$ cat config.mk
export PLATFORM = sky130hd
export DESIGN_NAME = secuenciador_cs_campos
export DESIGN_NICKNAME = d
export VERILOG_FILES = /design/src/rtl/secuenciador_cs_campos_pkg.sv /design/src/rtl/secuenciador_cs_campos_contador.sv /design/src/rtl/secuenciador_cs_campos.sv
export SDC_FILE = /design/constraint.sdc
export NUM_CORES = 1
export LEC_CHECK = 0
export CORE_MARGIN = 2
export CORE_UTILIZATION = 50
export DETAILED_ROUTE_END_ITERATION = 7
export PLACE_DENSITY_LB_ADDON = 0.08
export SLEW_MARGIN = 20
export SYNTH_ARGS = -nofsm -noshare
export SYNTH_HDL_FRONTEND = slang
export SYNTH_HIERARCHICAL = 1
export SYNTH_SLANG_ARGS = --single-unit
$ cat constraint.sdc
create_clock -name clk -period 2.3 [get_ports clk]
set_input_delay 0.46 -clock clk [delete_from_list [all_inputs] [get_ports clk]]
set_output_delay 0.46 -clock clk [all_outputs]
set_load 0.02 [all_outputs]
$ cat src/rtl/secuenciador_cs_campos_pkg.sv
// Shared types and helpers for the field chip-select sequencer.
// The blink feature of the top is enabled with the CS_PARPADEO_EN macro.
package cs_campos_pkg;

   typedef enum logic [1:0] {
      REPOSO         = 2'd0,
      CONFIG         = 2'd1,
      ESPERA_LIBERAR = 2'd2
   } estado_t;

   localparam int unsigned G_HORA  = 32'd0;
   localparam int unsigned G_FECHA = 32'd1;
   localparam int unsigned G_TIMER = 32'd2;

   localparam int unsigned ANCHO_CUENTA = 32'd3;
   localparam int unsigned MAX_GRUPOS   = 32'd16;
   localparam int unsigned ANCHO_VEC    = ANCHO_CUENTA * MAX_GRUPOS;

   // Field count of one group, packed 3 bits per group, LSB first.
   function automatic logic [ANCHO_CUENTA-1:0] campos_de_grupo(
      input logic [ANCHO_VEC-1:0] vec,
      input int unsigned          grupo
   );
      return vec[grupo*ANCHO_CUENTA +: ANCHO_CUENTA];
   endfunction

endpackage

$ cat src/rtl/secuenciador_cs_campos_contador.sv
// Saturating up-counter with synchronous clear; flags when the terminal
// value LIMITE is held.
module contador_timeout #(
   parameter int unsigned ANCHO  = 32'd4,
   parameter int unsigned LIMITE = 32'd15
) (
   input  logic clk_i,
   input  logic reset_i,
   input  logic clr_i,
   input  logic en_i,
   output logic expira_o
);

   localparam logic [ANCHO-1:0] TOPE = ANCHO'(LIMITE);

   logic [ANCHO-1:0] cuenta_q;
   logic [ANCHO-1:0] cuenta_d;

   // Next count: clear wins, then count up until the terminal value.
   always_comb begin
      cuenta_d = cuenta_q;
      if (clr_i) begin
         cuenta_d = '0;
      end else if (en_i && (cuenta_q != TOPE)) begin
         cuenta_d = cuenta_q + ANCHO'(1);
      end else begin
         cuenta_d = cuenta_q;
      end
   end

   // Count register.
   always_ff @(posedge clk_i or posedge reset_i) begin
      if (reset_i) begin
         cuenta_q <= '0;
      end else begin
         cuenta_q <= cuenta_d;
      end
   end

   assign expira_o = (cuenta_q == TOPE);

endmodule

$ cat src/rtl/secuenciador_cs_campos.sv
// Field cursor sequencer: latches a configuration group and drives one field
// chip-select at a time. Define CS_PARPADEO_EN to build the blink output.
module secuenciador_cs_campos
   import cs_campos_pkg::*;
#(
   parameter int unsigned             N_GRUPOS        = 32'd3,
   parameter int unsigned             CAMPOS_MAX      = 32'd4,
   parameter logic [3*N_GRUPOS-1:0]   CAMPOS_VEC      = 9'h0E3,
   parameter int unsigned             TIMEOUT_CICLOS  = 32'd100_000_000,
   parameter int unsigned             PARPADEO_CICLOS = 32'd25_000_000,
   localparam int unsigned            GW = (N_GRUPOS > 32'd1) ? $clog2(N_GRUPOS) : 32'd1,
   localparam int unsigned            CW = (CAMPOS_MAX > 32'd1) ? $clog2(CAMPOS_MAX) : 32'd1
) (
   input  logic                           clk,
   input  logic                           reset,
   input  logic [N_GRUPOS-1:0]            funcion_conf,
   input  logic                           flag_mostrar_count,
   input  logic                           pulse_siguiente,
   input  logic                           pulse_actividad,
   output logic [N_GRUPOS*CAMPOS_MAX-1:0] cs_campo,
   output logic                           cs_lectura_timer,
   output logic                           modo_conf,
   output logic [GW-1:0]                  grupo_activo,
   output logic [CW-1:0]                  campo_activo,
   output logic                           timeout_evento,
   output logic                           parpadeo
);

   localparam int unsigned N_CS    = N_GRUPOS * CAMPOS_MAX;
   localparam int unsigned ANCHO_TO = (TIMEOUT_CICLOS > 32'd1) ? $clog2(TIMEOUT_CICLOS) : 32'd1;
   localparam logic [ANCHO_VEC-1:0] VEC_EXT = ANCHO_VEC'(CAMPOS_VEC);

   for (genvar g = 0; g < N_GRUPOS; g++) begin : g_chk_campos
      if ((campos_de_grupo(VEC_EXT, g) == 3'd0) || (campos_de_grupo(VEC_EXT, g) > CAMPOS_MAX)) begin : g_err
         $error("field count of a group out of range");
      end
   end
   if ((TIMEOUT_CICLOS < 32'd2) || (PARPADEO_CICLOS < 32'd1)) begin : g_chk_tiempos
      $error("timeout/blink cycle counts out of range");
   end

   estado_t                estado_q, estado_d;
   logic [GW-1:0]          grupo_q, grupo_d;
   logic [CW-1:0]          campo_q, campo_d;
   logic [ANCHO_CUENTA-1:0] n_campos_s;
   logic                   sel_valida_s;
   logic [GW-1:0]          sel_idx_s;
   logic                   avance_s;
   logic                   cambio_grupo_s;
   logic                   expira_to_s;
   logic                   clr_to_s;
   logic                   en_to_s;

   logic [N_CS-1:0]        cs_campo_q, cs_campo_d;
   logic                   cs_lect_q, cs_lect_d;
   logic                   modo_q, modo_d;
   logic                   timeout_ev_q, timeout_ev_d;
   logic                   parp_q, parp_d;

   assign n_campos_s = campos_de_grupo(VEC_EXT, 32'(grupo_q));

   // Decode the group request: valid only when exactly one bit is set.
   always_comb begin
      sel_valida_s = ($countones(funcion_conf) == 32'd1);
      sel_idx_s    = '0;
      for (int unsigned i = 0; i < N_GRUPOS; i++) begin
         if (funcion_conf[i]) begin
            sel_idx_s = GW'(i);
         end else begin
            sel_idx_s = sel_idx_s;
         end
      end
   end

   // FSM state, latched group and cursor.
   always_ff @(posedge clk or posedge reset) begin
      if (reset) begin
         estado_q <= REPOSO;
         grupo_q  <= '0;
         campo_q  <= '0;
      end else begin
         estado_q <= estado_d;
         grupo_q  <= grupo_d;
         campo_q  <= campo_d;
      end
   end

   // Next-state logic; a group change outranks a cursor pulse, any pulse outranks expiry.
   always_comb begin
      estado_d       = estado_q;
      grupo_d        = grupo_q;
      campo_d        = campo_q;
      timeout_ev_d   = 1'b0;
      avance_s       = 1'b0;
      cambio_grupo_s = 1'b0;
      case (estado_q)
         REPOSO: begin
            if (sel_valida_s) begin
               estado_d = CONFIG;
               grupo_d  = sel_idx_s;
               campo_d  = '0;
            end else begin
               estado_d = REPOSO;
            end
         end
         CONFIG: begin
            if (!sel_valida_s) begin
               estado_d = REPOSO;
            end else if (sel_idx_s != grupo_q) begin
               grupo_d        = sel_idx_s;
               campo_d        = '0;
               cambio_grupo_s = 1'b1;
            end else if (pulse_siguiente) begin
               avance_s = 1'b1;
               if ((32'(campo_q) + 32'd1) >= 32'(n_campos_s)) begin
                  campo_d = '0;
               end else begin
                  campo_d = campo_q + CW'(1);
               end
            end else if (pulse_actividad) begin
               estado_d = CONFIG;
            end else if (expira_to_s) begin
               estado_d     = ESPERA_LIBERAR;
               timeout_ev_d = 1'b1;
            end else begin
               estado_d = CONFIG;
            end
         end
         ESPERA_LIBERAR: begin
            if (funcion_conf == '0) begin
               estado_d = REPOSO;
            end else begin
               estado_d = ESPERA_LIBERAR;
            end
         end
         default: begin
            estado_d = REPOSO;
         end
      endcase
   end

   assign en_to_s  = (estado_q == CONFIG);
   assign clr_to_s = (estado_q != CONFIG) || (estado_d != CONFIG) || pulse_siguiente
                     || pulse_actividad || cambio_grupo_s;

   contador_timeout #(
      .ANCHO  (ANCHO_TO),
      .LIMITE (TIMEOUT_CICLOS - 32'd1)
   ) u_timeout (
      .clk_i    (clk),
      .reset_i  (reset),
      .clr_i    (clr_to_s),
      .en_i     (en_to_s),
      .expira_o (expira_to_s)
   );

`ifdef CS_PARPADEO_EN
   localparam int unsigned ANCHO_BL = (PARPADEO_CICLOS > 32'd1) ? $clog2(PARPADEO_CICLOS) : 32'd1;

   logic reinicio_bl_s;
   logic clr_bl_s;
   logic expira_bl_s;

   assign reinicio_bl_s = (estado_d == CONFIG)
                          && ((estado_q != CONFIG) || avance_s || cambio_grupo_s);
   assign clr_bl_s      = reinicio_bl_s || expira_bl_s || (estado_d != CONFIG);

   contador_timeout #(
      .ANCHO  (ANCHO_BL),
      .LIMITE (PARPADEO_CICLOS - 32'd1)
   ) u_parpadeo (
      .clk_i    (clk),
      .reset_i  (reset),
      .clr_i    (clr_bl_s),
      .en_i     (1'b1),
      .expira_o (expira_bl_s)
   );

   // Blink phase restarts high on entry and on every cursor or group change.
   always_comb begin
      parp_d = parp_q;
      if (estado_d != CONFIG) begin
         parp_d = 1'b0;
      end else if (reinicio_bl_s) begin
         parp_d = 1'b1;
      end else if (expira_bl_s) begin
         parp_d = ~parp_q;
      end else begin
         parp_d = parp_q;
      end
   end
`else
   assign parp_d = 1'b0;
`endif

   // Output decode from the next state so every output lands one cycle after its inputs.
   always_comb begin
      cs_campo_d = '0;
      for (int unsigned i = 0; i < N_CS; i++) begin
         if ((estado_d == CONFIG) && (i == (32'(grupo_d) * CAMPOS_MAX + 32'(campo_d)))) begin
            cs_campo_d[i] = 1'b1;
         end else begin
            cs_campo_d[i] = 1'b0;
         end
      end
      modo_d    = (estado_d == CONFIG);
      cs_lect_d = flag_mostrar_count
                  & ~((estado_d == CONFIG) && (grupo_d == GW'(N_GRUPOS - 32'd1)));
   end

   // Output registers.
   always_ff @(posedge clk or posedge reset) begin
      if (reset) begin
         cs_campo_q   <= '0;
         cs_lect_q    <= 1'b0;
         modo_q       <= 1'b0;
         timeout_ev_q <= 1'b0;
         parp_q       <= 1'b0;
      end else begin
         cs_campo_q   <= cs_campo_d;
         cs_lect_q    <= cs_lect_d;
         modo_q       <= modo_d;
         timeout_ev_q <= timeout_ev_d;
         parp_q       <= parp_d;
      end
   end

   assign cs_campo         = cs_campo_q;
   assign cs_lectura_timer = cs_lect_q;
   assign modo_conf        = modo_q;
   assign grupo_activo     = grupo_q;
   assign campo_activo     = campo_q;
   assign timeout_evento   = timeout_ev_q;
   assign parpadeo         = parp_q;

endmodule

# [Word level (Yosys, flattened, before mapping)]
# Index checks and enable logic that the tools add are counted.
[word_totals] elab_cells=105 inputBits=8 output_inout_bits=20 ff_bits=48
[op_classes] shifts=1 eq_ne=21 addsub=6 mul=1 n_mux=43 reduce_logical=22 order_cmp=1 bitwise=2
[op_table] operator="3-bit by 32-bit equality test with 1-bit output (first input constant)" count=4
[op_table] operator="4-bit by 32-bit equality test with 1-bit output (first input constant)" count=3
[op_table] operator="2-bit by 32-bit equality test with 1-bit output (first input constant)" count=2
[op_table] operator="27-bit 2-to-1 mux" count=2
[op_table] operator="48-bit by 5-bit variable part select with 3-bit output (first input constant)" count=1
[op_table] operator="1-bit by 32-bit equality test with 1-bit output (first input constant)" count=1
[op_table] operator="32-bit logical NOT" count=1
[op_table] operator="2-bit 2-to-1 mux" count=15
[op_table] operator="27-bit by 1-bit adder with 27-bit output (second input constant)" count=1
[op_table] operator="27-bit equality test (second input constant)" count=1
[op_table] operator="27-bit != test (second input constant)" count=1
[op_table] operator="1-bit 2-to-1 mux" count=23
[op_table] operator="1-bit logical AND" count=14
[op_table] operator="2-bit case mux with 2 select lines" count=2
[op_table] operator="2-bit case mux with 3 select lines" count=1
[op_table] operator="4-bit by 2-bit adder with 5-bit output" count=1
[op_table] operator="4-bit by 5-bit equality test with 1-bit output (first input constant)" count=1
[op_table] operator="2-bit by 1-bit equality test with 1-bit output (second input constant)" count=2
[op_table] operator="2-bit equality test (second input constant)" count=2
[op_table] operator="1-bit logical OR" count=4
[op_table] operator="2-bit by 2-bit multiplier with 4-bit output (second input constant)" count=1
[op_table] operator="2-bit by 1-bit != test with 1-bit output (second input constant)" count=2
[op_table] operator="2-bit by 1-bit adder with 3-bit output" count=1
[op_table] operator="2-bit by 1-bit adder with 3-bit output (second input constant)" count=1
[op_table] operator="10 further kinds" count=10

# [Longest topological paths before layout]
[logic_depth] depth_word=13 ltp_mapped=10 ltp_nobuf=9

# [By module]
# Netlist, hierarchy kept.
[by_module_without_submodules] module="contador_timeout" n_inst=1 area_per_inst_um2=1486.4 seq_area_each_um2=675.6 cells_per_inst=152
[by_module_without_submodules] module="secuenciador_cs_campos" n_inst=1 area_per_inst_um2=1016.0 seq_area_each_um2=525.5 cells_per_inst=86

# [Least setup slack after synthesis]
# No wires, ideal clock.
[synth_timing] path_type="input -> register" startpoint="input port funcion_conf[2]" endpoint="register u_timeout.cuenta_q[10]" t_arrival_ns=2.394 path_slack_ns=-0.160 t_required_ns=2.235 setup_time_ns=0.065 stages=9 path_buffers=1 path_cell_list="inv_1 -> fa_1 -> nand2b_1 -> or2_2 -> a21oi_1 -> o2111ai_1 -> clkbuf_1 -> or3_1 -> nand2_1"
[synth_between] elab_chain_len=11 elab_cells_between_ends=20 cone_classes="add/sub (1); eq/ne (3); mux (10); reduce/logical (6)"
[synth_rtl] item="start, declared" line="secuenciador_cs_campos.sv:16" source="input logic [N_GRUPOS-1:0] funcion_conf,"
[synth_rtl] item="parallel branches: the longest is 4 deep, another holds 2-bit by 1-bit adder with 3-bit output"
[synth_rtl] item="2-bit case mux with 3 select lines *" line="secuenciador_cs_campos.sv:96" source="case (estado_q)"
[synth_rtl] item="net estado_d[0]" line="secuenciador_cs_campos.sv:42" source="estado_t estado_q, estado_d;"
[synth_rtl] item="2-bit by 1-bit != test with 1-bit output *" line="secuenciador_cs_campos.sv:143" source="assign clr_to_s = (estado_q != CONFIG) || (estado_d != CONFIG) || pulse_siguiente"
[synth_rtl] item="1-bit logical OR * (2 in a row)" line="secuenciador_cs_campos.sv:143"
[synth_rtl] item="1-bit logical OR * (2 in a row)" line="secuenciador_cs_campos.sv:144" source="|| pulse_actividad || cambio_grupo_s;"
[synth_rtl] item="net clr_to_s" line="secuenciador_cs_campos.sv:51" source="logic clr_to_s;"
[synth_rtl] item="27-bit 2-to-1 mux or 2-bit nonzero test (tied branches)"
[synth_rtl] item="end signal, assigned" line="secuenciador_cs_campos_contador.sv:36" source="cuenta_q <= cuenta_d;"
[synth_rtl] item="end, declared" line="secuenciador_cs_campos_contador.sv:16" source="logic [ANCHO-1:0] cuenta_q;"
# Mark *: on every way through the listed nets, which the timed path passes.
# A chain may end at the register's enable or synchronous reset.

# [Worst setup path in the final report]
# Same ends and word-level chain as after synthesis.

==> impl_metrics.json <==
{
  "drc": 0,
  "die_height_um": 74.7,
  "portion_of_total_power_attributed_to_combinational_logic_pct": 15.6,
  "timing.final.crit_share_pct": 93.6,
  "hold_slack_ps": 511,
  "areaGrowthSynthToFinish_pct": 28.7,
  "power.share.clock_pct": 35.7,
  "root_buffer": "sky130_fd_sc_hd__clkbuf_8",
  "first_pass_iters": 4,
  "fin_setup_tns_ps": 0,
  "clock_insertion_delay_worst_skew_ps": 290,
  "dpl-instance-area_mm2": 0.00305,
  "timing.hold.worst.class": "in -> async",
  "tightest_slew_ps": 601,
  "report.final.setup_viol": 0,
  "final_design_area_no_fill_mm2": 0.00322,
  "grt_start_max_net_pins": 28,
  "synthesis.instances": 238,
  "final_net_count": 311,
  "drive_gt1_share_pct": 23.8,
  "pre_cts_ws_ps": -438,
  "crit_arrival_ps": 2390,
  "final.min_clock_period_ps": 2150,
  "internal-power_mw": 1.35,
  "grt_pass1_wl_um": 9050,
  "max-slew-margin-rel_pct": 59.6,
  "wire_per_inst_um": 14.7,
  "non_filler_instance_count_after_layout": 365,
  "mapped_avg_cell_area_um2": 10.5,
  "clock-sinks": 48,
  "cp-end-kind": "register",
  "global_route.overflow_total": 0,
  "clk_path_buf_depth": 2,
  "die_x_um": 74.7,
  "maxClockFrequency_mhz": 464,
  "placedCellCount": 353,
  "drt_wl_total_um": 5370,
  "crit_fanout": 4,
  "leakage_nw": 1.41,
  "tritoncts.num_buffers": 5,
  "post-dp-hpwl_um": 3840,
  "most-common-layout-cells": "sky130_fd_sc_hd__dfrtp_1, sky130_fd_sc_hd__buf_4, sky130_fd_sc_hd__nor2_1",
  "vias_per_instance": 5.32,
  "row_count": 25,
  "reg2reg_setup_slack_ps": 170,
  "max_cap_violations": 0,
  "total_standard_cell_area_after_synthesis_mm2": 0.00250,
  "post_synth_main_area_contributors": "sky130_fd_sc_hd__dfrtp_1, sky130_fd_sc_hd__xor2_1, sky130_fd_sc_hd__nor2_1",
  "post-route-util_pct": 67.3,
  "final_antenna_net_count": 0,
  "dominantRegCellSynth": "sky130_fd_sc_hd__dfrtp_1",
  "report.final.hold_viol_count": 0,
  "holdBufCountCts": 0,
  "grt_pass1_vias": 1843,
  "ys_ff_latch": 48,
  "rsz0062_at_grt": "no",
  "final-max-slew-violation-count": 0,
  "power.ir.vdd_worst_v": 0.000492,
  "groute.usage.overall_pct": 21.6,
  "seq_power_share_pct": 48.8,
  "starting_density_pct": 52.3,
  "dr_iter_0_viols": 108,
  "final_common_cell": "sky130_fd_sc_hd__dfrtp_1",
  "run_status": "finished, final reports clean",
  "die_area_mm2": 0.00559,
  "yosysTopAreaCell": "sky130_fd_sc_hd__dfrtp_1",
  "core_area_mm2": 0.00479,
  "synth_enable_flop_cells": 0,
  "p_per_area_mw_per_mm2": 557,
  "ys.warnings.count": 6,
  "place.gp.congestion": 0.905,
  "critical_path_class": "in -> reg",
  "antenna-diode-count": 0,
  "clock_skew_ps": 5.09,
  "numPortBuffers": 26,
  "seq_area_frac_synth_pct": 48.0,
  "cts.htree.levels": 2,
  "antenna_found_initial": 0,
  "total_switching_power_mw": 0.447,
  "worst-endpoint-required_ps": 2530,
  "cp-start-kind": "input pin",
  "switching_share_pct": 24.9,
  "routed-via-count": 1941,
  "synth_async_sr_flop_share_pct": 100,
  "netlist.area_leader.share_pct": 48.0,
  "synthesis.nets": 252,
  "final.setup.worst_slack_ps": 146,
  "tritoncts": "yes",
  "boundaryPins": 28,
  "synth_cell_type_count": 56,
  "worst_setup_hold_path_clk_slew_ps": 90,
  "power.total_mw": 1.79
}
-- per-layer routing --
metal	vias to the layer above	wire length [um]	share of wire [%]	GRT usage, %
met3	2	113	2.1	4.02
met5	-	0	0	0
met4	0	32	0.60	5.36
li1	961	-	-	-
met1	949	2690	50	32.8
met2	29	2540	47	32.0
-- synth_stat cells (3+ instances only) --
cell and n:
sky130_fd_sc_hd__dfrtp_1 48, sky130_fd_sc_hd__nor2_1 28, sky130_fd_sc_hd__nand3_1 13, sky130_fd_sc_hd__xor2_1 13
sky130_fd_sc_hd__inv_1 12, sky130_fd_sc_hd__nand2_1 10, sky130_fd_sc_hd__nor3_1 10, sky130_fd_sc_hd__a21oi_1 9
sky130_fd_sc_hd__nand4_1 9, sky130_fd_sc_hd__o21ai_0 8, sky130_fd_sc_hd__or3_1 7, sky130_fd_sc_hd__ha_1 5
sky130_fd_sc_hd__xnor2_1 5, sky130_fd_sc_hd__and3_1 3, sky130_fd_sc_hd__nor3_2 3, sky130_fd_sc_hd__o2111ai_1 3
-- path summary, 6_finish.rpt --
kind / startpoint / endpoint / cells past startpoint
min: reset / cs_campo[8]$_DFF_PP0_ / 2
min reg2reg: u_timeout/cuenta_q[26]$_DFFE_PP0P_ / u_timeout/cuenta_q[26]$_DFFE_PP0P_ / 2
max: funcion_conf[2] / u_timeout/cuenta_q[10]$_DFFE_PP0P_ / 9
max reg2reg: u_timeout/cuenta_q[0]$_DFFE_PP0P_ / u_timeout/cuenta_q[10]$_DFFE_PP0P_ / 10
max in group asynchronous: reset / cs_lectura_timer$_DFF_PP0_ / 3
min in group clk: u_timeout/cuenta_q[26]$_DFFE_PP0P_ / u_timeout/cuenta_q[26]$_DFFE_PP0P_ / 2
-- logic make-up after synthesis --
logic type	share of synthesized area, %
compound gates	10.7
simple gates	26.4
other cells	0.150
flops	48.0
buf+inv	3.25
mux	1.30
xor+xnor	6.95
fa+ha+maj	3.30
-- state kept, by name, summed over array words and instances (netlist names) --
| name | cells |
|---|---|
| u_timeout/cuenta_q | 27 |
| estado_q | 2 |
| timeout_evento | 1 |
| campo_activo | 2 |
| cs_lectura_timer | 1 |
| grupo_activo | 2 |
| modo_conf | 1 |
| cs_campo | 12 |
-- worst max-delay path, stage by stage --
cell	delay, ps
sky130_fd_sc_hd__dlygate4sd2_1	250
sky130_fd_sc_hd__inv_1	80
sky130_fd_sc_hd__fa_1	410
sky130_fd_sc_hd__nand2b_4	150
sky130_fd_sc_hd__or2_4	270
sky130_fd_sc_hd__a21oi_4	130
sky130_fd_sc_hd__o2111ai_2	170
sky130_fd_sc_hd__or3_1	400
sky130_fd_sc_hd__nand2_1	70
-- final cells by class --
| class | instances | area (um^2) |
|---|---|---|
| timing repair buffer | 57 | 505 |
| multi-input combinational | 171 | 1250 |
| tap | 67 | 83.8 |
| fill | 380 | 1570 |
| clock inverter | 2 | 38.8 |
| clock buffer | 6 | 82.6 |
| sequential | 48 | 1200 |
| inverter | 14 | 57.6 |
-- power by group through the flow --
stage / Clock (mW) / Sequential (mW) / Combinational, mW
CTS: 0.656 / 0.875 / 0.282
global route: 0.699 / 0.877 / 0.306
floorplan: 0 / 0.915 / 0.126
finish: 0.640 / 0.875 / 0.279
detailed placement: 0 / 0.891 / 0.272
global placement: 0 / 0.891 / 0.270
-- timing repair --
| item | CTS | global route |
|---|---|---|
| resized for setup | 9 | 1 |
| cloned | 0 | 1 |
| pin swaps | 4 | 0 |
| endpoints found under the setup margin | 28 | 1 |
| buffers inserted | 3 | 0 |
No activity file was read; power rests on OpenSTA's default activity.
